File: src/rtl/div_step_sequencer.sv
// ============================================================================
// Module   : div_step_sequencer
// Brief    : Steps a clock divider through a programmable table of divisors,
//            holding each divisor for a programmed number of divider ticks.
// Revision : 1.0 - initial release
// ============================================================================
`default_nettype none

module div_step_sequencer #(
    parameter int DEPTH   = 8,
    parameter int DIV_W   = 26,
    parameter int RST_DIV = 59999999
) (
    input  logic             clk,
    input  logic             rst,
    input  logic             cfg_we,
    input  logic [2:0]       cfg_addr,
    input  logic [DIV_W-1:0] cfg_div,
    input  logic [7:0]       cfg_reps,
    input  logic [2:0]       seq_last,
    input  logic             loop_en,
    input  logic             start,
    input  logic             stop,
    input  logic             tick_in,
    output logic [DIV_W-1:0] div_out,
    output logic             div_load,
    output logic             busy,
    output logic [2:0]       step_idx,
    output logic             done,
    output logic             cfg_err
);

    localparam logic [DIV_W-1:0] c_RST_DIV  = DIV_W'(RST_DIV);
    localparam logic [2:0]       c_LAST_MAX = 3'(DEPTH - 1);

    typedef enum logic [1:0] {
        S_IDLE = 2'd0,
        S_LOAD = 2'd1,
        S_RUN  = 2'd2
    } state_t;

    state_t           r_state, w_state_nxt;
    logic [2:0]       r_idx, w_idx_nxt;
    logic [2:0]       r_last, w_last_nxt, w_last_clamped;
    logic [7:0]       r_rep_cnt, w_rep_nxt;
    logic             w_done_nxt, w_load_nxt, w_wr_en;
    logic [DIV_W-1:0] w_div_sel;
    logic [DIV_W-1:0] r_div_out;
    logic             r_div_load, r_done, r_cfg_err;

    logic [DIV_W-1:0] r_tbl_div  [DEPTH];
    logic [7:0]       r_tbl_reps [DEPTH];

    generate
        if (DEPTH < 8) begin : g_clamp
            assign w_last_clamped = (seq_last > c_LAST_MAX) ? c_LAST_MAX : seq_last;
        end else begin : g_noclamp
            assign w_last_clamped = seq_last;
        end
    endgenerate

    assign w_wr_en = cfg_we && (r_state == S_IDLE);

    always_ff @(posedge clk) begin
        if (rst) begin
            for (int i = 0; i < DEPTH; i++) begin
                r_tbl_div[i]  <= c_RST_DIV;
                r_tbl_reps[i] <= 8'd0;
            end
        end else if (w_wr_en) begin
            r_tbl_div[cfg_addr]  <= cfg_div;
            r_tbl_reps[cfg_addr] <= cfg_reps;
        end
    end

    always_ff @(posedge clk) begin
        if (rst) begin
            r_state <= S_IDLE;
        end else begin
            r_state <= w_state_nxt;
        end
    end

    always_comb begin
        w_state_nxt = r_state;
        w_idx_nxt   = r_idx;
        w_last_nxt  = r_last;
        w_rep_nxt   = r_rep_cnt;
        w_done_nxt  = 1'b0;
        case (r_state)
            S_IDLE: begin
                if (start && !stop) begin
                    w_state_nxt = S_LOAD;
                    w_idx_nxt   = 3'd0;
                    w_last_nxt  = w_last_clamped;
                end
            end
            S_LOAD: begin
                w_rep_nxt = 8'd0;
                if (stop) begin
                    w_state_nxt = S_IDLE;
                end else begin
                    w_state_nxt = S_RUN;
                end
            end
            S_RUN: begin
                if (stop) begin
                    w_state_nxt = S_IDLE;
                end else if (tick_in) begin
                    if (r_rep_cnt != r_tbl_reps[r_idx]) begin
                        w_rep_nxt = r_rep_cnt + 8'd1;
                    end else if (r_idx != r_last) begin
                        w_idx_nxt   = r_idx + 3'd1;
                        w_state_nxt = S_LOAD;
                    end else if (loop_en) begin
                        w_idx_nxt   = 3'd0;
                        w_state_nxt = S_LOAD;
                    end else begin
                        w_state_nxt = S_IDLE;
                        w_done_nxt  = 1'b1;
                    end
                end
            end
            default: begin
                w_state_nxt = S_IDLE;
            end
        endcase
    end

    assign w_load_nxt = (w_state_nxt == S_LOAD);

    // Bypass lets a start see an entry written on the same edge.
    assign w_div_sel = (w_wr_en && (cfg_addr == w_idx_nxt)) ? cfg_div : r_tbl_div[w_idx_nxt];

    always_ff @(posedge clk) begin
        if (rst) begin
            r_idx      <= 3'd0;
            r_last     <= 3'd0;
            r_rep_cnt  <= 8'd0;
            r_div_out  <= c_RST_DIV;
            r_div_load <= 1'b0;
            r_done     <= 1'b0;
            r_cfg_err  <= 1'b0;
        end else begin
            r_idx      <= w_idx_nxt;
            r_last     <= w_last_nxt;
            r_rep_cnt  <= w_rep_nxt;
            r_div_load <= w_load_nxt;
            r_done     <= w_done_nxt;
            r_cfg_err  <= cfg_we && (r_state != S_IDLE);
            if (w_load_nxt) begin
                r_div_out <= w_div_sel;
            end
        end
    end

    assign div_out  = r_div_out;
    assign div_load = r_div_load;
    assign busy     = (r_state != S_IDLE);
    assign step_idx = r_idx;
    assign done     = r_done;
    assign cfg_err  = r_cfg_err;

endmodule

`default_nettype wire
File: config.mk
export PLATFORM = sky130hd
export DESIGN_NAME = div_step_sequencer
export DESIGN_NICKNAME = d
export VERILOG_FILES = /design/src/rtl/div_step_sequencer.sv
export SDC_FILE = /design/constraint.sdc
export NUM_CORES = 1
export LEC_CHECK = 0
export BUFFER_PORTS_ARGS = -buffer_cell sky130_fd_sc_hd__buf_2
export CORE_MARGIN = 2
export CORE_UTILIZATION = 39
export DETAILED_ROUTE_END_ITERATION = 8
export GPL_TIMING_DRIVEN = 0
export SYNTH_ARGS = -nofsm -noshare
export SYNTH_HDL_FRONTEND = slang
export SYNTH_SLANG_ARGS = --single-unit
File: constraint.sdc
create_clock -name clk -period 5.5 [get_ports clk]
set_input_delay 1.1 -clock clk [delete_from_list [all_inputs] [get_ports clk]]
set_output_delay 1.1 -clock clk [all_outputs]
set_load 0.01 [all_outputs]
==> impl_metrics.ini, run 1 <==
[critical_path]
required_ns = 5.64
crit_type = primary input to flip-flop
arrival_ns = 5.04
startpoint_type = primary input
endpoint_kind = flip-flop
cp_max_fo = 34
rr_worst_depth = 12

[detailed_routing]
wl_mm = 41.7
drt-vias-per-instance = 5.46
postRouteAntennaNets = 0
wl_per_cell_um = 22.6
drtIter0Drc = 927
num_vias = 10100
drc = 0
firstDrtPassIters = 5

[synth]
ys_top_cells_by_area = edfxtp_1, dfxtp_1, and2_1, or3_1, mux2i_1
synth_ff_type = edfxtp_1
async_reset_ff_share_pct = 0
avgSynthCellArea_um2 = 12.4
ys_top_cells_by_count = edfxtp_1, and2_1, or3_1
synth_cell_types = 54
synth_top_area_cell = edfxtp_1
syn_inst = 1185
synth.top_cell.area_share_pct = 55.5
synth.ff_latch_count = 317
yosys_warnings = 0
synth_edf_count = 272
yosysMostFrequentCell = edfxtp_1
ys_seq_area_share_pct = 61.6
synth_area_um2 = 14700
synth_nets = 1234

[cells_and_area]
areaGrowthSynthToFinish_pct = 16.8
diodes = 0
nets = 1358
final_cells = 1848
drive_gt1_share_pct = 17.2

[clock_network]
clock_latency_ns = 0.54
cts_tree = built
clockBufferDepth = 3
hold_buffers = 0
numCtsBuffers = 36
cts-root-buf = clkbuf_16
numClockSinks = 317
clk_pin_slew_worst_paths_ns = 0.06
cts_setup_buffers = 0
cts_resized = 0
cts_max_level = 2

[timing]
tightestPinTransition_ns = 1.29
setup_violations = 0
final_max_slew_viol_count = 0
hold_ws_ns = 0.496
hold_viol = 0
setup_ws_ns = 0.608
clock.fmax_mhz = 204
skew_ns = 0.0179
rsz0062_at_grt = false
period_share_pct = 89.0
min_period_ns = 4.89
slew_headroom_pct = 13.2

[global_routing]
grt_max_degree = 35
grt_use_total_pct = 21.6
antenna_found_initial = 1
grt_pass1_vias = 10100
grt_pass1_wl_mm = 62.5
grt_remaining_overflow = 0

[hold_path]
hold_depth = 2
hold_path.class = flip-flop to flip-flop

[place]
portBuffers = 78
gp_congestion = 0.844
hpwlAfterDp_mm = 28.1
placed_cells = 1782
place_ws_ns = 0.150

[power_and_ir_drop]
ir_worst_vdd_mv = 0.279
leakagePower_nw = 5.73
p_per_area_nw_per_um2 = 312
power_mw = 5.38

[die]
design.die.area_um2 = 39300
die_h_um = 198
boundaryPins = 80
die_x_um = 198
initial_core_util_pct = 39.4
core_area_um2 = 37400
rows = 71

[job]
maxCapViolations = 0

[status]
status = complete, no violations
## final timing paths
path / startpoint / to / slack, ns
max reg2reg: step_idx[0] / div_out[21] / 0.77
min reg2reg: div_out[3] / div_out[3] / 0.50
max: rst / r_tbl_div[0][24] / 0.61
min: div_out[3] / div_out[3] / 0.50
## critical path, stage by stage
cell and delay, ns:
clkbuf_1 0.18, inv_1 0.60, nand2_1 0.29, nor2_1 0.21, nand2_1 0.17, nor3_1 0.87
clkbuf_1 0.61, or2_2 0.98
## stage by stage
step                      area (µm²)  util (%)  TNS (ns)
after CTS                      17200      46.0         0
final                          17200      46.0         0
after detailed placement       16000      42.9         0
after global routing           17200      46.0         0
after global placement         15800      42.1   -498.50
after floorplan                14700         -         0
## area by class of cell
type	count	area, µm²
flip-flops and latches	317	9070
inverters	41	154
well taps	511	639
clock buffers	51	1030
clock inverters	15	130
fillers	3396	20200
repair buffers	86	611
plain buffers	84	394
multi-input cells	743	5180
## cell families after synthesis
| logic type | share of synthesized area, % |
|---|---|
| buf+inv | 3.72 |
| fa+ha+maj | 0.170 |
| mux | 5.91 |
| xor+xnor | 0.833 |
| flops | 61.6 |
| compound gates | 9.51 |
| simple gates | 18.3 |
## sequential cells by signal, indices dropped and copies added (netlist names)
name        flops
cfg_err         1
div_load        1
div_out        26
done            1
r_last          3
r_rep_cnt       8
r_state         2
r_tbl_div     208
r_tbl_reps     64
step_idx        3
## metal layers
metal  vias up  track usage [%]  wire length [µm]
met5         -                0                 0
met4         0             6.24               947
met3        70             3.24              2830
met2       355             35.2             19600
met1      5045             29.9             18300
li1       4611                -                 -
## placed cells by master, fill, tap and decap left out, types with 6 or more instances in the layout
cell type | netlist | routed
mux2_2 | 19 | 19
buf_2 | 17 | 95
clkinv_2 | 0 | 6
a22o_1 | 9 | 9
nor3_1 | 11 | 10
a22oi_1 | 11 | 11
a21oi_1 | 58 | 58
dfxtp_1 | 45 | 45
xor2_1 | 9 | 9
clkbuf_1 | 57 | 66
clkbuf_16 | 0 | 37
mux4_2 | 6 | 6
and2_1 | 138 | 138
nand2_1 | 48 | 48
nand2b_1 | 40 | 40
buf_4 | 7 | 7
nor4_1 | 9 | 9
inv_1 | 40 | 40
a221o_1 | 9 | 9
nor4_2 | 11 | 11
nor2_1 | 63 | 63
and3_1 | 8 | 8
o2bb2ai_2 | 10 | 10
mux2i_1 | 39 | 39
o2bb2ai_1 | 7 | 7
edfxtp_1 | 272 | 272
o21ai_0 | 45 | 39
o21ai_4 | 0 | 6
buf_16 | 0 | 8
o211ai_1 | 44 | 44
or3_1 | 105 | 105
## report_power, final
part	internal (mW)	switching, mW
sequential	2.68	0.0215
clock	1.40	0.988
combinational	0.0862	0.197
No activity file was read; power rests on OpenSTA's default activity.
==> inputs of run 2 (changes only) <==
==> constraint.sdc (replaced) <==
create_clock -name clk -period 5.1 [get_ports clk]
set_input_delay 1.02 -clock clk [delete_from_list [all_inputs] [get_ports clk]]
set_output_delay 1.02 -clock clk [all_outputs]
set_load 0.01 [all_outputs]
==> impl_metrics.ini, run 2 (synthesis gave the netlist of run 1 again) <==
[timing]
skew_ns = 0.0184
hold_viol = 0
setup_violations = 0
slew_headroom_pct = 11.5
tightestPinTransition_ns = 1.32
min_period_ns = 4.82
period_share_pct = 94.4
finalSetupTns_ns = 0
clock.fmax_mhz = 208
final_max_slew_viol_count = 0
rsz0062_at_grt = false

[cells_and_area]
nets = 1358
mostFrequentLayoutCell = edfxtp_1
largest_reg_flops = 208
areaGrowthSynthToFinish_pct = 16.9
final_cell_mix = edfxtp_1, and2_1, or3_1
finalInstanceArea_um2 = 17200
regArea_um2 = 9070
nFillCells = 3397
diodes = 0
multiInputGateArea_um2 = 5190
drive_gt1_share_pct = 17.3
largest-register = r_tbl_div

[global_routing]
grt_pass1_wl_mm = 62.5
grt_use_total_pct = 21.6
grt_pass1_vias = 10100
grt_remaining_overflow = 0
antenna_found_initial = 1
grt_max_degree = 35

[die]
initial_core_util_pct = 39.4
die_h_um = 198
design.die.area_um2 = 39300
rows = 71
die_x_um = 198
core_area_um2 = 37400
boundaryPins = 80

[clock_network]
cts_tree = built
hold_buffers = 0
clockBufferDepth = 3
clk_pin_slew_worst_paths_ns = 0.06
cts_max_level = 2
cts_resized = 0
numClockSinks = 317
cts_setup_buffers = 0
clock_latency_ns = 0.54
numCtsBuffers = 36
cts-root-buf = clkbuf_16

[detailed_routing]
wl_per_cell_um = 22.5
wl_mm = 41.6
drtIter0Drc = 924
num_vias = 10100
postRouteAntennaNets = 0
drt-vias-per-instance = 5.45
drc = 0
firstDrtPassIters = 5

[power_and_ir_drop]
power_mw = 5.80
ir_worst_vdd_mv = 0.301
p_per_area_nw_per_um2 = 337
leakagePower_nw = 5.73

[critical_path]
cp_max_fo = 34
arrival_ns = 4.96
crit_family = simple AND/OR/NAND/NOR gates
crit_buf_inv = 3
endpoint_kind = flip-flop
path_cells = clkbuf_1, inv_1, nand2_1, nor2_1, nand2_1, nor3_1, clkbuf_1, or2_2
startpoint_type = primary input
cpPeakStageDelay_ns = 1.00
crit_type = primary input to flip-flop
required_ns = 5.24
crit_slowest_cell = or2_2

[place]
postPlaceCellArea_um2 = 16000
portBuffers = 78
hpwlAfterDp_mm = 28.1
gp_congestion = 0.844

[job]
maxCapViolations = 0

[hold_path]
hold_path.class = flip-flop to flip-flop

[status]
status = complete, no violations
run 2: cell counts in the layout (fill, tap and decap cells not counted):
Identical to the previous run, type by type.
run 2: per-stage QoR:
stage | util (%) | cells | setup WS [ns] | hold WS [ns]
after floorplan | - | 1185 | 0.187 | 0.482
after global placement | 42.1 | 1774 | -3.01 | 0.489
after detailed placement | 42.9 | 1782 | -0.170 | 0.490
after CTS | 46.0 | 1848 | 0.207 | 0.498
after global routing | 46.0 | 1848 | 0.149 | 0.524
final | 46.0 | 1848 | 0.283 | 0.496
run 2: final cells by class:
| class | count | area share [%] |
|---|---|---|
| sequential | 317 | 52.7 |
| multi-input combinational | 743 | 30.1 |
| clock buffer | 51 | 5.98 |
| tap | 511 | 3.71 |
| timing repair buffer | 86 | 3.55 |
| buffer | 84 | 2.29 |
| inverter | 41 | 0.894 |
| clock inverter | 15 | 0.756 |
run 2: where the power goes:
| part | internal [mW] | switching (mW) |
|---|---|---|
| sequential | 2.89 | 0.0232 |
| clock | 1.51 | 1.06 |
| combinational | 0.0930 | 0.212 |
| total | 4.50 | 1.30 |
run 2: worst min-delay path: stages, from the launching register on:
cell	delay, ns
dfxtp_1	0.31
nor2_1	0.09
nor4_1	0.05
run 2: path summary, 6_finish.rpt:
path,startpoint,end,slack (ns),depth (start not counted)
hold reg to reg,div_out[3],div_out[3],0.50,2
setup / recovery,rst,r_tbl_div[0][24],0.28,8
setup reg to reg,step_idx[0],div_out[23],0.49,14
hold / removal,div_out[3],div_out[3],0.50,2
run 2: routing by layer:
| layer | share of wire, % | routed length (µm) | track usage, % | up-vias |
|---|---|---|---|---|
| li1 | - | - | - | 4610 |
| met1 | 44 | 18200 | 29.9 | 5022 |
| met2 | 47 | 19500 | 35.2 | 371 |
| met3 | 7.2 | 2980 | 3.24 | 70 |
| met4 | 2.3 | 961 | 6.24 | 0 |
| met5 | 0 | 0 | 0 | - |
